### config.mk
export PLATFORM = sky130hd
export DESIGN_NAME = countdown_scheduler
export DESIGN_NICKNAME = d
export VERILOG_FILES = /design/src/rtl/countdown_scheduler.sv
export SDC_FILE = /design/constraint.sdc
export NUM_CORES = 1
export LEC_CHECK = 0
export CORE_MARGIN = 2
export CORE_UTILIZATION = 45
export CTS_CLUSTER_DIAMETER = 30
export DETAILED_ROUTE_END_ITERATION = 16
export GPL_ROUTABILITY_DRIVEN = 0
export PLACE_DENSITY = 0.77
export SLEW_MARGIN = 30
export SYNTH_ARGS = -nofsm -noshare
export SYNTH_HDL_FRONTEND = slang
export SYNTH_SLANG_ARGS = --single-unit
### constraint.sdc
create_clock -name clk -period 13.05 [get_ports clk]
set_clock_uncertainty 0.1 [all_clocks]
set_input_delay 1.9575 -clock clk [delete_from_list [all_inputs] [get_ports clk]]
set_output_delay 1.9575 -clock clk [all_outputs]
set_load 0.02 [all_outputs]
### src/rtl/countdown_scheduler.sv
// Round-robin countdown scheduler: switch rising edges queue countdown requests of length
// equal to the switch index; one request is served at a time at TICK_DIV clocks per tick.
module countdown_scheduler #(
  parameter int unsigned TICK_DIV = 10
) (
  input  logic        clk,
  input  logic        rst_btn,
  input  logic [15:0] sw,
  input  logic        pause,
  output logic [3:0]  count,
  output logic [3:0]  grant_idx,
  output logic        busy,
  output logic        done,
  output logic [15:0] pending
);

  localparam logic [15:0] TdivMax = 16'(TICK_DIV - 1);

  typedef enum logic [1:0] {StIdle, StLoad, StCount, StDone} state_e;

  state_e      state_q, state_d;
  logic [15:0] sw_q;
  logic [15:0] sw_rise;
  logic [15:0] pending_q, pending_d;
  logic [3:0]  count_q, count_d;
  logic [3:0]  grant_q, grant_d;
  logic [3:0]  last_q, last_d;
  logic [15:0] tdiv_q, tdiv_d;

  logic [3:0]  rr_base;
  logic [15:0] rr_rot;
  logic [3:0]  rr_off;
  logic [3:0]  rr_idx;

  assign sw_rise = sw & ~sw_q;

  // Rotate pending so the search origin (last_idx + 1) lands at bit 0, then take the lowest set bit.
  assign rr_base = last_q + 4'd1;
  assign rr_rot  = (pending_q >> rr_base) | (pending_q << (5'd16 - {1'b0, rr_base}));

  always_comb begin
    rr_off = '0;
    for (int i = 15; i >= 0; i--) begin
      if (rr_rot[i]) rr_off = 4'(i);
    end
  end

  assign rr_idx = rr_base + rr_off;

  always_comb begin
    state_d   = state_q;
    pending_d = pending_q;
    count_d   = count_q;
    grant_d   = grant_q;
    last_d    = last_q;
    tdiv_d    = tdiv_q;

    unique case (state_q)
      StIdle: begin
        if (|pending_q) begin
          grant_d = rr_idx;
          state_d = StLoad;
        end
      end
      StLoad: begin
        pending_d[grant_q] = 1'b0;
        last_d             = grant_q;
        count_d            = grant_q;
        tdiv_d             = '0;
        state_d            = StCount;
      end
      StCount: begin
        if (count_q == 4'd0) begin
          state_d = StDone;
        end else if (!pause) begin
          if (tdiv_q == TdivMax) begin
            tdiv_d  = '0;
            count_d = count_q - 4'd1;
          end else begin
            tdiv_d = tdiv_q + 16'd1;
          end
        end
      end
      StDone: begin
        state_d = StIdle;
      end
      default: begin
        state_d = StIdle;
      end
    endcase

    // A new edge on the bit being cleared in LOAD re-queues it.
    pending_d = pending_d | sw_rise;
  end

  always_ff @(posedge clk) begin
    if (rst_btn) begin
      state_q   <= StIdle;
      sw_q      <= sw;
      pending_q <= '0;
      count_q   <= '0;
      grant_q   <= '0;
      last_q    <= 4'd15;
      tdiv_q    <= '0;
    end else begin
      state_q   <= state_d;
      sw_q      <= sw;
      pending_q <= pending_d;
      count_q   <= count_d;
      grant_q   <= grant_d;
      last_q    <= last_d;
      tdiv_q    <= tdiv_d;
    end
  end

  assign count     = count_q;
  assign grant_idx = grant_q;
  assign pending   = pending_q;
  assign busy      = (state_q != StIdle);
  assign done      = (state_q == StDone);

endmodule

Word level (Yosys, flattened, before mapping). Index checks and enable logic that the tools add are counted.

Register bits: 62. Bits of input ports: 19. Output and inout bits: 26. Logic and storage cells: 71.

Add/sub/neg operators: 5. Magnitude comparators: 2. Equal/unequal tests: 9. Shifts and indexed selects: 2. Mux-type cells: 30. Bitwise gates (word level): 6. Reduce and logical (&&, ||, !) cells: 10.

Operators by type and width (number): $mux 4 (19); $mux 16 (4); $and 16x16->16 (2); $not 16->16 (2); $or 16x16->16 (2); $pmux 16 s2 (1); $add 16x1->16 const B (1); $eq 16x4->1 const B (1); $reduce_or 16->1 (1); $shl 16x5->16 (1); $shr 16x4->16 (1); $ne 2x2->1 const B (5); $pmux 2 s4 (1); $pmux 4 s2 (1); $lt 4x5->1 const B (1); $sub 5x4->5 const A (1); $add 4x1->4 const B (1); $add 4x4->4 (1); $demux 1 s4 (1); $eq 2x2->1 const B (2); $ge 4x1->1 const B (1); $logic_not 4->1 (1); $mux 2 (2); $reduce_and 2->1 (2); other kinds (8) (9).

Longest topological paths before layout.
Depth after elaboration: 21. Mapped depth: 19. Mapped depth without buffers: 17.

Least setup slack after synthesis. No wires, ideal clock.

Kind: reg2reg. From: reg last_q[0]. To: reg grant_q[3], in the netlist grant_idx[3]. Setup time: 0.127 ns. Arrival time: 4.148 ns. Required time: 12.823 ns. Setup slack: 8.675 ns. Stages on the path, launching flop included: 17. Buffers on the path: 2. Period minus slack after synthesis: 4.375 ns. Cell sequence: dfxtp_1 -> ha_1 -> buf_2 -> buf_6 -> mux2_2 -> mux4_2 -> a222oi_1 -> nand2_1 -> o31ai_1 -> o21a_1 -> ha_1 -> a21o_1 -> a21oi_1 -> xnor2_1 -> nor2_1 -> and4_4 -> or3_1.

Cells in the longest elaborated chain, start to end: 21. Elaborated cells between the ends (all ways): 22. Classes of those cells: add/sub: 3; shift: 2; mux: 16; bitwise: 1.

RTL lines: from (decl) (line 27) `logic [3:0] last_q, last_d;`; from (signal assigned) (line 111) `last_q <= last_d;`; $add 4x1->4 * (line 38) `assign rr_base = last_q + 4'd1;`; $sub 5x4->5 (line 39) `assign rr_rot = (pending_q >> rr_base) | (pending_q << (5'd16 - {1'b0, rr_base}));`; $shl 16x5->16 (line 39); $or 16x16->16 (line 39); $mux 4 (16 in a row) (line 44) `if (rr_rot[i]) rr_off = 4'(i);`; $add 4x4->4 * (line 48) `assign rr_idx = rr_base + rr_off;`; to (signal assigned) (line 110) `grant_q <= grant_d;`; to (decl) (line 26) `logic [3:0] grant_q, grant_d;`.

Every way passes the cells marked *; elsewhere a longest branch is shown, timed or not. A chain may end at the register's enable or synchronous reset.

Final worst setup path. Ends and elaborated chain as after synthesis.

==> results.py <==
metrics = {
    "run_status": {
        "status": "finished clean",
    },
    "sta": {
        "relSlewSlack_pct": 39.4,
        "setup_violations": 0,
        "fin_crit_sh_pct": 41.0,
        "worst_pin_slew_ns": 0.897,
        "period_minus_slack_ns": 5.35,
        "slew_viol_final": 0,
        "grt_setup_unrepaired": "false",
        "setup_tns_ns": 0,
        "max_freq_ghz": 0.187,
        "hold_viol_final": 0,
    },
    "pwr": {
        "pwr-share-seq_pct": 18.3,
        "powerDensity_nw_per_um2": 278,
        "p_sw_share_pct": 49.8,
        "cellInternalPower_w": 0.000721,
        "peakVddDrop_uv": 162,
        "combPwrFrac_pct": 71.7,
        "p_switching_w": 0.000715,
        "pwr-share-clk_pct": 10.0,
        "p_total_w": 0.00144,
        "power.leakage_nw": 2.01,
    },
    "routing": {
        "vias": 4333,
        "drt_first_pass_iters": 5,
        "drt-wirelength-per-cell_um": 17.2,
        "drtIter0Drc": 468,
        "via_per_inst": 6.07,
        "antenna_left": 0,
        "drc": 0,
        "routed_wl_mm": 12.3,
    },
    "grt": {
        "antenna_found_initial": 0,
        "grt_first_pass_wirelength_mm": 20.6,
        "overflow": 0,
        "grt_pass1_vias": 4143,
        "grtUsageTotal_pct": 22.7,
        "grt_max_degree": 54,
    },
    "place": {
        "dp_hpwl_mm": 8.92,
        "portBuffers": 44,
    },
    "critical_path": {
        "crit_path_max_fanout": 53,
        "arrival_ns": 5.46,
        "reg2regPathDepth": 18,
        "reg2reg_slack_ns": 7.70,
        "critPathLaunchType": "flip-flop",
        "end_kind": "flip-flop",
        "required_ns": 13.16,
        "worst-setup-path-type": "reg2reg",
        "r2r-start": "last_q[0]",
        "r2r-end": "grant_idx[3]",
    },
    "clocking": {
        "postCtsHoldBufs": 0,
        "cts_max_level": 3,
        "numCtsBuffers": 9,
        "cts.clk_slew.worst_paths_ns": 0.06,
        "clk-insertion-delay-late_ns": 0.33,
        "clock_sinks": 62,
        "clockRootBuffer": "clkbuf_8",
        "cts_resized": 0,
        "post_cts_buffers": 0,
        "cts_tree": "yes",
        "clockBufferDepth": 2,
    },
    "cells_and_area": {
        "antenna_cells": 0,
        "finalNetCount": 611,
        "post-route-util_pct": 52.8,
        "n_fill_cell": 885,
        "synthToLayoutAreaGrowth_pct": 13.8,
        "drive_gt1_share_pct": 9.29,
    },
    "die": {
        "rows": 36,
        "die_w_um": 104,
        "die_h_um": 104,
        "io_pins": 45,
        "coreArea_um2": 9770,
        "dieArea_um2": 10900,
        "start_util_pct": 46.4,
    },
    "synthesis": {
        "synth_fa_ha_area_share_pct": 3.75,
        "synth-simple-area-share_pct": 24.2,
        "synthXorXnorAreaFrac_pct": 3.61,
        "syn_area_um2": 4540,
        "syn_avg_cell_area_um2": 8.30,
        "synth_compound_area_share_pct": 21.2,
        "synthFlopType": "dfxtp_1",
        "netlist_instances": 547,
        "synthesis.nets": 579,
        "synth_top_family_by_area": "simple AND/OR/NAND/NOR gates",
        "synth_edf_count": 0,
        "ys_warn_count": 0,
        "ys_seq_area_share_pct": 27.3,
        "synth-async-reset-ratio_pct": 0,
        "synth-seq-cells": 62,
        "ys_types": 77,
        "synth_mux_area_share_pct": 14.3,
    },
    "min_path": {
        "hp-class": "reg2reg",
        "whs_path_depth": 2,
        "min_from": "sw_q[15]",
        "hold_path_end": "pending[15]",
    },
    "run": {
        "drv_cap": 0,
    },
}
==> worst max path at each step <==
| stage | start | to | slack [ns] | depth (start not counted) |
|---|---|---|---|---|
| after floorplan | last_q[0] | grant_idx[3] | 8.67 | 16 |
| after global placement | last_q[0] | grant_idx[3] | 8.02 | 16 |
| after detailed placement | last_q[0] | grant_idx[3] | 7.89 | 16 |
| after CTS | last_q[0] | grant_idx[3] | 7.85 | 16 |
| after global routing | last_q[0] | grant_idx[3] | 7.37 | 18 |
| final | last_q[0] | grant_idx[3] | 7.70 | 18 |
==> state kept, by name (all words and copies together), names as in the netlist <==
register / cells
count: 4
grant_idx: 4
last_q: 4
pending: 16
state_q: 2
sw_q: 16
tdiv_q: 16
==> synth_stat cells, drive strengths merged, types with 9 or more instances <==
| cell type | count | area share (%) |
|---|---|---|
| nand2b | 23 | 3.2 |
| ha | 12 | 3.3 |
| mux2 | 18 | 4.5 |
| nand2 | 44 | 3.7 |
| a21oi | 35 | 3.9 |
| xor2 | 9 | 1.7 |
| o21ai | 36 | 4.0 |
| nor2b | 9 | 1.2 |
| inv | 23 | 1.9 |
| dfxtp | 62 | 27 |
| nor2 | 54 | 4.5 |
| buf | 18 | 3.0 |
| mux2i | 33 | 7.3 |
| a211oi | 10 | 1.8 |
| nand3 | 15 | 1.8 |
==> cells by family (layout without fill, tap and decap cells) <==
| family | Yosys count | after routing |
|---|---|---|
| AO/OA/AOI/OAI | 142 | 142 |
| AND/OR/NAND/NOR | 208 | 208 |
| flip-flops | 62 | 62 |
| adder cells (fa/ha/maj) | 13 | 13 |
| buffers and inverters | 49 | 83 |
| XOR/XNOR | 17 | 17 |
| multiplexers | 56 | 56 |
==> worst max-delay path, cell delays in order (launching register included) <==
cell and delay, ns:
dfxtp_1 0.31, buf_4 0.45, ha_1 0.33, buf_4 0.48, mux2_1 0.29, o22ai_1 0.11
nor4bb_1 0.78, o21ai_1 0.12, or3b_4 0.29, a41oi_1 0.11, o31ai_1 0.33, o21a_1 0.16
ha_1 0.22, a21o_1 0.17, a21oi_1 0.17, xnor2_1 0.16, nor2_1 0.08, and4_4 0.19
or3_1 0.34
==> routing by layer <==
layer / global-route usage (%) / share of wire, % / up-vias
met5: 0 / 0 / -
met4: 9.36 / 2.5 / 0
met3: 4.57 / 8.2 / 40
met2: 36.1 / 45 / 246
met1: 30.1 / 44 / 1969
li1: - / - / 2078
==> stage by stage <==
stage	std cells	instance area (µm²)	setup slack [ns]	hold WS, ns
after floorplan	547	4540	8.67	0.354
after global placement	701	5000	8.02	0.370
after detailed placement	701	5000	7.89	0.372
after CTS	714	5160	7.85	0.380
after global routing	714	5160	7.37	0.393
final	714	5160	7.70	0.377
==> placed cells by master (no fill, tap or decap), types with 4 or more instances in the layout <==
cell              n
mux2i_1          33
mux2_2           14
clkdlybuf4s50_1  44
ha_1             12
nand2b_1         23
o32ai_1           4
nor2_1           54
clkbuf_8         11
mux4_2            4
and2_1            7
xnor2_1           6
a22oi_1           4
mux2_1            4
nand4_1           5
nand2_1          43
or3_1             5
nor2b_1           9
a221oi_1          4
and3_1            6
nand3b_1          7
nor3_1            6
inv_1            21
nor4_1            5
o21ai_0          33
or2_2             4
dfxtp_1          61
a211oi_1          9
nand3_1          14
o211ai_1          6
a21oi_1          35
a21o_1            5
xor2_1            9
o22ai_1           6
==> area by class of cell <==
cell class              count  area, µm²  area share, %
multi-input cells         436       3050           59.0
flip-flops and latches     62       1240           24.1
repair buffers             47        463           8.96
well taps                 133        166           3.22
clock buffers              11        151           2.93
inverters                  23       86.3           1.67
clock inverters             2       10.0          0.194
==> power by group through the flow <==
| stage | clock, W | combinational, W | sequential [W] |
|---|---|---|---|
| after global routing | 0.000157 | 0.00111 | 0.000267 |
| after detailed placement | 0 | 0.000994 | 0.000265 |
| after global placement | 0 | 0.000974 | 0.000262 |
| after floorplan | 0 | 0.000804 | 0.000254 |
| final | 0.000144 | 0.00103 | 0.000262 |
| after CTS | 0.000148 | 0.00100 | 0.000261 |
No activity file was read; power rests on OpenSTA's default activity.
